===== config.mk =====
export PLATFORM = sky130hd
export DESIGN_NAME = writeback_stage
export DESIGN_NICKNAME = d
export VERILOG_FILES = /design/src/rtl/writeback_stage_pkg.sv /design/src/rtl/writeback_stage_load_extract.sv /design/src/rtl/writeback_stage.sv
export SDC_FILE = /design/constraint.sdc
export NUM_CORES = 1
export LEC_CHECK = 0
export ABC_AREA = 1
export ABC_CLOCK_PERIOD_IN_PS = 1740
export BUFFER_PORTS_ARGS = -buffer_cell sky130_fd_sc_hd__buf_2
export CORE_ASPECT_RATIO = 0.7
export CORE_MARGIN = 3
export CORE_UTILIZATION = 54
export DETAILED_ROUTE_END_ITERATION = 6
export GPL_TIMING_DRIVEN = 1
export PLACE_DENSITY = 0.78
export SYNTH_ARGS = -nofsm -noshare
export SYNTH_HDL_FRONTEND = slang
export SYNTH_SLANG_ARGS = --single-unit

===== constraint.sdc =====
create_clock -name clk -period 1.74 [get_ports clk]
set_input_delay 0.348 -clock clk [delete_from_list [all_inputs] [get_ports clk]]
set_output_delay 0.348 -clock clk [all_outputs]
set_load 0.005 [all_outputs]

===== src/rtl/writeback_stage_pkg.sv =====
// Shared definitions for the MEM/WB write-back stage: load-type codes,
// the $zero register number and the registered control bundle.
package wb_pkg;

  localparam logic [2:0] LT_LW  = 3'b000;
  localparam logic [2:0] LT_LH  = 3'b001;
  localparam logic [2:0] LT_LHU = 3'b010;
  localparam logic [2:0] LT_LB  = 3'b011;
  localparam logic [2:0] LT_LBU = 3'b100;

  localparam logic [4:0] REG_ZERO = 5'd0;

  // Control half of the MEM/WB register; the datapath words are kept
  // separately because their width is a module parameter.
  typedef struct packed {
    logic       valid;
    logic       reg_write;
    logic       mem_to_reg;
    logic [2:0] load_type;
    logic [4:0] write_reg;
  } wb_ctrl_t;

  localparam wb_ctrl_t WB_CTRL_BUBBLE = '0;

endpackage : wb_pkg


===== src/rtl/writeback_stage_load_extract.sv =====
// Big-endian sub-word load extraction with sign/zero extension.
// Purely combinational so the memory stage can reuse it.
module load_extract
  import wb_pkg::*;
#(
  parameter int n = 32
) (
  input  logic [n-1:0] i_word,
  input  logic [1:0]   i_offset,
  input  logic [2:0]   i_type,
  output logic [n-1:0] o_data
);

  logic [15:0] w_half;
  logic [7:0]  w_byte;

  // NOTE: every signal written in always_comb gets a value on every path
  // (defaults first), otherwise synthesis infers a latch.
  always_comb begin
    w_half = i_offset[1] ? i_word[15:0] : i_word[31:16];

    w_byte = i_word[31:24];
    case (i_offset)
      2'd0: w_byte = i_word[31:24];
      2'd1: w_byte = i_word[23:16];
      2'd2: w_byte = i_word[15:8];
      2'd3: w_byte = i_word[7:0];
      default: w_byte = i_word[31:24];
    endcase
  end

  // Unused codes 101..111 fall through to the full-word default.
  always_comb begin
    o_data = i_word;
    case (i_type)
      LT_LH:   o_data = {{(n-16){w_half[15]}}, w_half};
      LT_LHU:  o_data = {{(n-16){1'b0}}, w_half};
      LT_LB:   o_data = {{(n-8){w_byte[7]}}, w_byte};
      LT_LBU:  o_data = {{(n-8){1'b0}}, w_byte};
      default: o_data = i_word;
    endcase
  end

endmodule : load_extract


===== src/rtl/writeback_stage.sv =====
// MEM/WB pipeline register with write-back data selection, register-file
// write port drive and a retired-instruction counter.
module writeback_stage
  import wb_pkg::*;
#(
  parameter int n     = 32,
  parameter int CNT_W = 32
) (
  input  logic             clk,
  input  logic             rst,
  input  logic             stall_in,
  input  logic             flush_in,
  input  logic             mem_valid_in,
  input  logic             mem_reg_write_in,
  input  logic             mem_mem_to_reg_in,
  input  logic [2:0]       mem_load_type_in,
  input  logic [4:0]       mem_write_reg_in,
  input  logic [n-1:0]     mem_alu_result_in,
  input  logic [n-1:0]     mem_read_data_in,
  output logic             reg_write_bit_out,
  output logic [4:0]       write_reg_out,
  output logic [n-1:0]     write_data_out,
  output logic             wb_valid_out,
  output logic [CNT_W-1:0] retired_count_out
);

  wb_ctrl_t         r_ctrl;
  logic [n-1:0]     r_alu_result;
  logic [n-1:0]     r_read_data;
  logic [CNT_W-1:0] r_retired_count;

  logic [n-1:0]     w_load_data;
  logic             w_leaving;

  // The WB instruction leaves the stage whenever the register is not held.
  assign w_leaving = r_ctrl.valid & (flush_in | ~stall_in);

  // NOTE: sequential state uses non-blocking assignments so every register
  // samples the pre-edge values, independent of statement order.
  always_ff @(posedge clk or negedge rst) begin
    if (!rst) begin
      r_ctrl       <= WB_CTRL_BUBBLE;
      r_alu_result <= '0;
      r_read_data  <= '0;
    end else if (flush_in) begin
      r_ctrl       <= WB_CTRL_BUBBLE;
      r_alu_result <= '0;
      r_read_data  <= '0;
    end else if (!stall_in) begin
      r_ctrl.valid      <= mem_valid_in;
      r_ctrl.reg_write  <= mem_reg_write_in;
      r_ctrl.mem_to_reg <= mem_mem_to_reg_in;
      r_ctrl.load_type  <= mem_load_type_in;
      r_ctrl.write_reg  <= mem_write_reg_in;
      r_alu_result      <= mem_alu_result_in;
      r_read_data       <= mem_read_data_in;
    end
  end

  always_ff @(posedge clk or negedge rst) begin
    if (!rst) begin
      r_retired_count <= '0;
    end else if (w_leaving) begin
      r_retired_count <= r_retired_count + CNT_W'(1);
    end
  end

  load_extract #(
    .n (n)
  ) u_load_extract (
    .i_word   (r_read_data),
    .i_offset (r_alu_result[1:0]),
    .i_type   (r_ctrl.load_type),
    .o_data   (w_load_data)
  );

  // Outputs depend on registered state only, so they hold for the whole
  // cycle and repeat unchanged while stalled.
  always_comb begin
    reg_write_bit_out = 1'b0;
    write_reg_out     = REG_ZERO;
    write_data_out    = '0;
    if (r_ctrl.valid) begin
      reg_write_bit_out = r_ctrl.reg_write & (r_ctrl.write_reg != REG_ZERO);
      write_reg_out     = r_ctrl.write_reg;
      write_data_out    = r_ctrl.mem_to_reg ? w_load_data : r_alu_result;
    end
  end

  assign wb_valid_out      = r_ctrl.valid;
  assign retired_count_out = r_retired_count;

endmodule : writeback_stage


; After elaboration in Yosys (flattened, before gate mapping)
; Cells that the tools add are included.
[op_classes]
n_addsub = 1
eq_ne = 8
n_mux = 13
n_bitwise = 4
reduce_logical = 2
[op_table]
columns = cell, n
row1 = two-way mux 32 bit, 6
row2 = one-hot mux 32 bit (4 select lines), 1
row3 = adder 32 x 1 -> 32 bit (second input constant), 1
row4 = one-hot mux 8 bit (4 select lines), 1
row5 = two-way mux 11 bit, 2
row6 = two-way mux 16 bit, 1
row7 = == test 3 x 2 -> 1 bit (second input constant), 2
row8 = two-way mux 5 bit, 1
row9 = nonzero test 5 bit, 1
row10 = == test 2 bit (second input constant), 2
row11 = == test 3 x 1 -> 1 bit (second input constant), 1
row12 = == test 3 bit (second input constant), 1
row13 = bitwise AND 1 bit, 2
row14 = == test 2 x 1 -> 1 bit (second input constant), 1
row15 = logical NOT 2 bit, 1
row16 = != test 2 x 1 -> 1 bit (second input constant), 1
row17 = two-way mux 1 bit, 1
row18 = NOT 1 bit, 1
row19 = bitwise OR 1 bit, 1
[totals]
regBits = 107
in_bits = 79
output_inout_bits = 71
elab_cells = 36

; Longest topological paths before layout
; Gate-level depths: netlist (run 1).
[depth]
depth_word = 5
depth_mapped = 10
mapped_depth_nobuf = 10

; Hierarchy
; From an unflattened synthesis (run 1), not the netlist that was laid out.
[hier_totals]
hier_cells = 853
area_unflattened_um2 = 6144.6
[modules_own_cells]
columns = module, instances, cells_per_inst, area_per_inst_um2
row1 = writeback_stage, 1, 652, 5216.3
row2 = load_extract, 1, 201, 928.4

; Worst setup path after synthesis (run 1)
; Ideal clock, no wire load.
[synth_timing]
path_kind = reg2out
startpoint = reg r_ctrl[6] (netlist bit)
endpoint = out write_data_out[23]
arrival_ns = 1.230
t_required_ns = 1.392
path_slack_ns = 0.162
stages_incl_launch_ff = 10
n_path_buf = 2
cell_sequence = dfrtp_1 inv_1 nand3_1 nand2_1 buf_6 nor2_4 buf_4 nand2_1 nand3_1 a21oi_1
[synth_via]
elab_chain_cells = 4
word_cells_on_any_way = 7
cone_classes = eq/ne: 4 / mux: 3
[synth_rtl]
columns = item, line_no
row1 = "start, declared", writeback_stage.sv:27  ; wb_ctrl_t r_ctrl;
row2 = == test 3 bit (tied with other cells), writeback_stage_load_extract.sv:35  ; case (i_type)
row3 = one-hot mux 32 bit (4 select lines) *, writeback_stage_load_extract.sv:35
row4 = two-way mux 32 bit *, writeback_stage.sv:86  ; write_data_out = r_ctrl.mem_to_reg ? w_load_data : r_alu_result;
row5 = two-way mux 32 bit *, writeback_stage.sv:83  ; if (r_ctrl.valid) begin
row6 = "end, declared", writeback_stage.sv:22  ; output logic [n-1:0] write_data_out,
; Mark *: on every way between the ends. The rest lies on a longest branch, timed or not.

; Worst setup path after layout (run 1)
[layout_timing]
startpoint = reg r_ctrl[6] (netlist bit)
endpoint = out write_data_out[17]
; The elaborated chain is that of the path after synthesis.

==> qor.yml, run 1 <==
routing:
  via_per_inst: 5.48
  routed_wl_um: 20300
  drc_errors: 0
  drtAntennaViolNets: 0
  route.vias.total: 6653
  drt_iter0_markers: 648
  detailedRoute.firstPassIterationCount: 5
  route.detailed.wl_per_inst_um: 16.7
timing:
  worst_slack_ps: -548
  finalCritPeriodShare_pct: 131
  maxSlewViolCount: 0
  timing.fmax_mhz: 437
  clock_tree_skew_after_final_layout_ps: 3.95
  worst-slew-pin-transition_ps: 465
  rsz0062_at_grt: "yes"
  final-hold-violation-count: 0
  hold-worst-slack_ps: 238
  final.min_clock_period_ps: 2290
  setup_viol_count_final: 33
  relSlewSlack_pct: 69.0
global_routing:
  grt_pass1_wl_um: 30300
  grt_start_max_net_pins: 57
  grt_overflow_total: 0
  grt_antenna_before_repair: 1
  number_of_global_route_vias_before_repair: 5782
  gr-usage-all-layers_pct: 30.3
setup_path:
  startpoint_type: "flip-flop"
  critical_path.startpoint: "r_ctrl[6]"
  r2r_cells: 13
  reg2reg_from: "r_ctrl[5]"
  timing.critical_path.cells: "inv_2 -> nand3_2 -> nand3b_1 -> nand3_4 -> nand3_1 -> a21oi_1 -> buf_2"
  critical_path_peak_fanout: 8
  worst_ep_arrival_time_ps: 1940
  setup.reg_to_reg.worst_slack_ps: -90
  setup.worst_path.end_class: "output port"
  rr_endpoint: "r_ctrl[5]"
  worst-path-stages: 7
  cpPeakStageDelay_ps: 430
  critPathBufInv: 2
  cp-endpoint: "write_data_out[17]"
  cp.required_ps: 1390
  timing_worst_setup_path_type: "reg -> out"
  timing.critical_path.slowest_stage_cell: "dfrtp_1"
  family_of_cells_with_the_greatest_summed_delay_on_the_critical_path: "simple AND/OR/NAND/NOR gates"
power_and_ir_drop:
  switching_fraction_pct: 30.7
  total_leakage_power_uw: 0.00419
  pwr-share-clk_pct: 32.8
  pwr-share-seq_pct: 46.6
  power_per_cell_area_nw_per_um2: 740
  cell_internal_pwr_uw: 4160
  irDropWorstVdd_v: 0.000604
  power_switching_uw: 1840
  combinational_cell_fraction_of_total_power_pct: 20.6
synth:
  synth_area_per_cell_sq_um: 7.10
  synth_top_flop_cell: "dfrtp_1"
  ys_types: 32
  yosysSeqAreaShare_pct: 43.3
  number_of_enable_flip_flop_cells_after_synthesis: 0
  synth_seq_cells: 107
  post_synth_inst_count: 872
  syn_nets: 952
  mappedNetlistArea_sq_um: 6190
  synth.yosys.warnings: 0
  synth_async_sr_flop_share_pct: 100
floorplanning:
  top_level_ports: 150
  chipWidth_um: 134
  dieArea_sq_um: 12800
  die_height_um: 95.6
  initial_core_util_pct: 55.8
  floorplan.rows: 32
  core_sq_um: 11100
clock_network:
  cts_inserted_buffers: 9
  clock_tree_buf_depth: 2
  clkSlewWorstSetupHoldPaths_ps: 70
  clock_insertion_delay_worst_skew_ps: 340
  cts_num_sinks: 107
  cts_tree: "done"
  htreeDepth: 3
  clock_tree.root_cell: "clkbuf_16"
cells_and_area:
  finalNetCount: 1135
  filler_cell_count: 910
  most_common_cell_after_layout_fill_and_taps_aside: "nand2_1"
  finish.utilization_pct: 73.1
  synthesis_to_finish_area_growth_pct: 31.1
  fraction_of_final_layout_cells_with_drive_strength_greater_than_1_pct: 29.2
  mostFrequentLayoutCells: "nand2_1 (266), buf_2 (147), nand3_1 (106), dfrtp_1 (106), inv_1 (79)"
run:
  cap_violations: 0
place:
  globalplace.congestion: 1.07
  dp_hpwl_um: 14000
  placement.io_buffers: 149
min_path:
  worstHoldPathType: "in -> reg"
run_status:
  run_status: "finished with violations"
  violated_checks: "negative setup slack"
[worst reg2reg max path: stages (launching register included)]
cell	delay, ps
dfrtp_1	430
inv_2	70
buf_6	110
buf_6	100
buf_6	100
buf_6	100
buf_6	110
buf_6	110
buf_6	110
buf_6	100
buf_6	100
buf_6	110
buf_6	110
o21ai_2	90
[cell usage after synthesis (all sizes together) (3+ instances only)]
cell type    n  area share [%]
o21ai       80             6.5
nand2      283              18
nand3b       5            0.61
xnor2        3            0.42
nor2        52             3.6
clkbuf      27             1.6
buf         18             2.0
nor3        27             2.5
nand3      117             9.7
a21oi       35             2.8
dfrtp      107              43
o211ai       8            0.97
xor2        12             1.7
inv         92             5.6
[cell type report]
cell class | count | area [sq um] | area share [%]
antenna | 1 | 2.50 | 0.0309
clock buffer | 10 | 239 | 2.95
clock inverter | 6 | 46.3 | 0.571
inverter | 92 | 350 | 4.32
multi-input combinational | 629 | 3180 | 39.2
sequential | 107 | 2680 | 33.0
tap | 153 | 191 | 2.36
timing repair buffer | 216 | 1420 | 17.5
[sequential cells by signal, indices dropped and copies added, names as in the netlist]
name,flops
r_alu_result,32
wb_valid_out,1
r_read_data,32
retired_count_out,32
r_ctrl,10
[cells by family (layout without fill, tap and decap cells)]
logic type,after synthesis,count (layout),synth area share (%)
AO/OA/AOI/OAI,125,125,10.5
adder cells (fa/ha/maj),1,1,0.202
buffers and inverters,137,324,9.26
XOR/XNOR,15,15,2.12
other,0,1,0
AND/OR/NAND/NOR,487,488,34.6
flip-flops,107,107,43.3
[power by group through the flow]
stage	sequential, uW	combinational, uW	clock [uW]
floorplan	2790	587	0
CTS	2780	1130	1990
global route	2810	1360	2100
detailed placement	2830	1050	0
global placement	2820	1040	0
finish	2800	1240	1970
[timing repair]
| item | in CTS | in global routing |
|---|---|---|
| pin swaps | 5 | 17 |
| gates resized for setup | 44 | 62 |
| setup buffers | 17 | 6 |
| endpoints found under the hold margin | 15 | 0 |
| endpoints found under the setup margin | 33 | 41 |
| gates cloned | 0 | 1 |
| hold buffers | 1 | 0 |
[metal layers]
metal,routed length (um),part of all wire (%),up-vias,track usage (%)
met5,13,0.064,-,0
met4,310,1.5,2,6.93
met3,2800,14,31,9.65
met2,8190,40,419,41.4
met1,8980,44,3022,46.3
li1,-,-,3179,-
[through the flow]
stage	std cells	power [uW]	instance area, sq um	setup TNS [ps]	worst slack (ps)
after floorplan	872	3380	6190	0	162
after global placement	1177	3860	7350	-1320	-88.1
after detailed placement	1177	3880	7350	-2700	-130
after CTS	1211	5910	7890	-11840	-419
after global routing	1213	6270	8110	-17520	-610
final	1214	6000	8110	-14790	-548
[worst min-delay path by stage]
stage,startpoint,to,cells past startpoint
after global routing,mem_alu_result_in[23],r_alu_result[23],3
after global placement,rst,retired_count_out[14],1
after CTS,mem_read_data_in[24],r_read_data[24],3
after floorplan,rst,r_alu_result[0],0
after detailed placement,rst,retired_count_out[14],1
final,mem_alu_result_in[29],r_alu_result[29],3
(Power assumes the default switching activity.)
==> run 2: changes to the inputs <==
--- a/config.mk
+++ b/config.mk
@@ -8,9 +8,11 @@
 export ABC_AREA = 1
 export ABC_CLOCK_PERIOD_IN_PS = 1740
 export BUFFER_PORTS_ARGS = -buffer_cell sky130_fd_sc_hd__buf_2
+export CELL_PAD_IN_SITES_DETAIL_PLACEMENT = 0
+export CELL_PAD_IN_SITES_GLOBAL_PLACEMENT = 1
 export CORE_ASPECT_RATIO = 0.7
 export CORE_MARGIN = 3
-export CORE_UTILIZATION = 54
+export CORE_UTILIZATION = 38
 export DETAILED_ROUTE_END_ITERATION = 6
 export GPL_TIMING_DRIVEN = 1
 export PLACE_DENSITY = 0.78
==> run 2 against run 1 <==
Non-clock buffer count fell by 5. Clock skew is 2.7 ps higher. Hold slack got worse by 13 ps. Critical path depth increased by 2. First-iteration DRC count decreased by 22%. Via count is 3.9% lower. Core utilization down 21 points. Design area is 1.4% higher. The run still ends with negative setup slack left. Wire length increased by 4.5%. Largest power group unchanged.
==> qor.yml, run 2 (synthesized netlist as in run 1, its figures left out) <==
clock_network:
  clock_insertion_delay_worst_skew_ps: 350
  clock_tree_buf_depth: 2
  clock_tree.root_cell: "clkbuf_16"
  cts_num_sinks: 107
  htreeDepth: 3
  clkSlewWorstSetupHoldPaths_ps: 80
  cts_tree: "done"
  cts_inserted_buffers: 9
timing:
  worst-slew-pin-transition_ps: 538
  timing.fmax_mhz: 452
  final.min_clock_period_ps: 2210
  final-hold-violation-count: 0
  maxSlewViolCount: 0
  rsz0062_at_grt: "yes"
  worst_slack_ps: -474
  finalCritPeriodShare_pct: 127
  clock_tree_skew_after_final_layout_ps: 6.68
  fin_setup_tns_ps: -12650
  setup_viol_count_final: 32
  relSlewSlack_pct: 64.1
  hold-worst-slack_ps: 225
place:
  placed_cells: 1249
  post_dp_cell_area_sq_um: 7490
  dp_hpwl_um: 15700
  placement.io_buffers: 149
  globalplace.congestion: 0.913
power_and_ir_drop:
  irDropWorstVdd_v: 0.000452
  power_per_cell_area_nw_per_um2: 740
  total_leakage_power_uw: 0.00418
cells_and_area:
  most_common_cell_after_layout_fill_and_taps_aside: "nand2_1"
  mostFrequentLayoutCells: "nand2_1 (266), buf_2 (148), nand3_1 (103), dfrtp_1 (103), inv_1 (80)"
  synthesis_to_finish_area_growth_pct: 32.9
  finalNetCount: 1130
  instances_no_fill: 1276
  fraction_of_final_layout_cells_with_drive_strength_greater_than_1_pct: 31.2
  finish.utilization_pct: 52.2
  final_cell_area_sq_um: 8220
setup_path:
  timing.critical_path.cells: "nand3_2 -> nand2_2 -> inv_2 -> nand2_4 -> buf_12 -> nand3_4 -> nand3_2 -> a21oi_2 -> buf_2"
  reg2reg_from: "retired_count_out[0]"
  family_of_cells_with_the_greatest_summed_delay_on_the_critical_path: "simple AND/OR/NAND/NOR gates"
  setup.worst_path.end_class: "output port"
  rr_endpoint: "retired_count_out[24]"
  timing_worst_setup_path_type: "reg -> out"
  startpoint_type: "flip-flop"
  cpPeakStageDelay_ps: 450
  setup.reg_to_reg.worst_slack_ps: 120
  critPathBufInv: 3
  critical_path_peak_fanout: 8
  cp.required_ps: 1390
  r2r_cells: 8
  timing.critical_path.mode_cell: "nand3_2"
  worst_ep_arrival_time_ps: 1870
  timing.critical_path.slowest_stage_cell: "dfrtp_2"
routing:
  detailedRoute.firstPassIterationCount: 5
  via_per_inst: 5.01
  drtAntennaViolNets: 0
  route.detailed.wl_per_inst_um: 16.6
  routed_wl_um: 21200
  drc_errors: 0
  route.vias.total: 6395
  detail_route.wirelength.met1_um: 11300
  route.met2.wl_um: 7800
  drt_iter0_markers: 503
  top_signal_layer_used: "met5"
  metal3_wl_um: 1990
global_routing:
  grt_overflow_total: 0
  grt_start_max_net_pins: 76
  grt_pass1_wl_um: 33300
  gr-usage-all-layers_pct: 24.1
  grt_antenna_before_repair: 2
  number_of_global_route_vias_before_repair: 5912
min_path:
  worstHoldPathCells: 3
  hold_path_startpoint: "mem_alu_result_in[22]"
  worstHoldPathType: "in -> reg"
  holdPathEnd: "r_alu_result[22]"
floorplanning:
  floorplan.rows: 38
  core_sq_um: 15700
  die_height_um: 113
  top_level_ports: 150
  initial_core_util_pct: 39.3
  dieArea_sq_um: 17900
  chipWidth_um: 159
run_status:
  violated_checks: "negative setup slack"
  run_status: "finished with violations"
run:
  cap_violations: 0
run 2: changes by cell type in the layout (fill, tap and decap cells not counted), moves of 4 or more:
cell | previous run | this run
buf_6 | 19 | 7
nor2_1 | 45 | 38
o21ai_2 | 6 | 12
buf_4 | 41 | 46
nor2_2 | 4 | 8
nor3_1 | 19 | 15
run 2: timing repair:
item                                    in CTS  in global routing
hold endpoints to repair                    21                  0
gates cloned                                 1                  0
buffers inserted                             7                  2
gates resized for setup                     71                 48
pin swaps                                   22                 25
endpoints found under the setup margin      33                 39
hold buffers                                 1                  0
run 2: metrics by stage:
step | power (uW) | setup WS [ps]
global route | 6390 | -598
finish | 6090 | -474
global placement | 3920 | -136
detailed placement | 3930 | -156
floorplan | 3380 | 162
CTS | 6070 | -431
run 2: how the worst max path moves through the flow:
stage	start	end	slack, ps	depth (start not counted)
6_report	r_ctrl[5]	write_data_out[22]	-470	9
5_1_grt	r_ctrl[5]	write_data_out[22]	-600	9
4_1_cts	r_ctrl[6]	write_data_out[28]	-430	8
3_5_place_dp	r_ctrl[6]	write_data_out[19]	-160	9
3_3_place_gp	r_ctrl[6]	write_data_out[31]	-140	9
2_1_floorplan	r_ctrl[6]	write_data_out[23]	160	9
run 2: where the power goes:
group | total (uW) | switching [uW] | leakage [uW] | internal (uW)
registers | 2790 | 155 | 0.00141 | 2640
clock network | 2040 | 1010 | 0.000137 | 1030
logic | 1250 | 756 | 0.00263 | 498
total | 6090 | 1920 | 0.00418 | 4160
run 2: tightest hold or removal path, cell delays in order:
cell and delay [ps]:
buf_2 70, nand3_1 60, nand2_1 60
run 2: area by class of cell:
class,instances,area [sq um]
fill,1577,7520
multi-input combinational,629,3270
sequential,107,2680
timing repair buffer,211,1360
inverter,92,348
tap,220,275
clock buffer,10,239
clock inverter,6,48.8
antenna,1,2.50
run 2: routing by layer:
| metal | up-vias | GRT usage [%] |
|---|---|---|
| met4 | 4 | 3.15 |
| met2 | 261 | 30.4 |
| met5 | - | 0 |
| li1 | 3165 | - |
| met1 | 2949 | 41.3 |
| met3 | 16 | 5.73 |
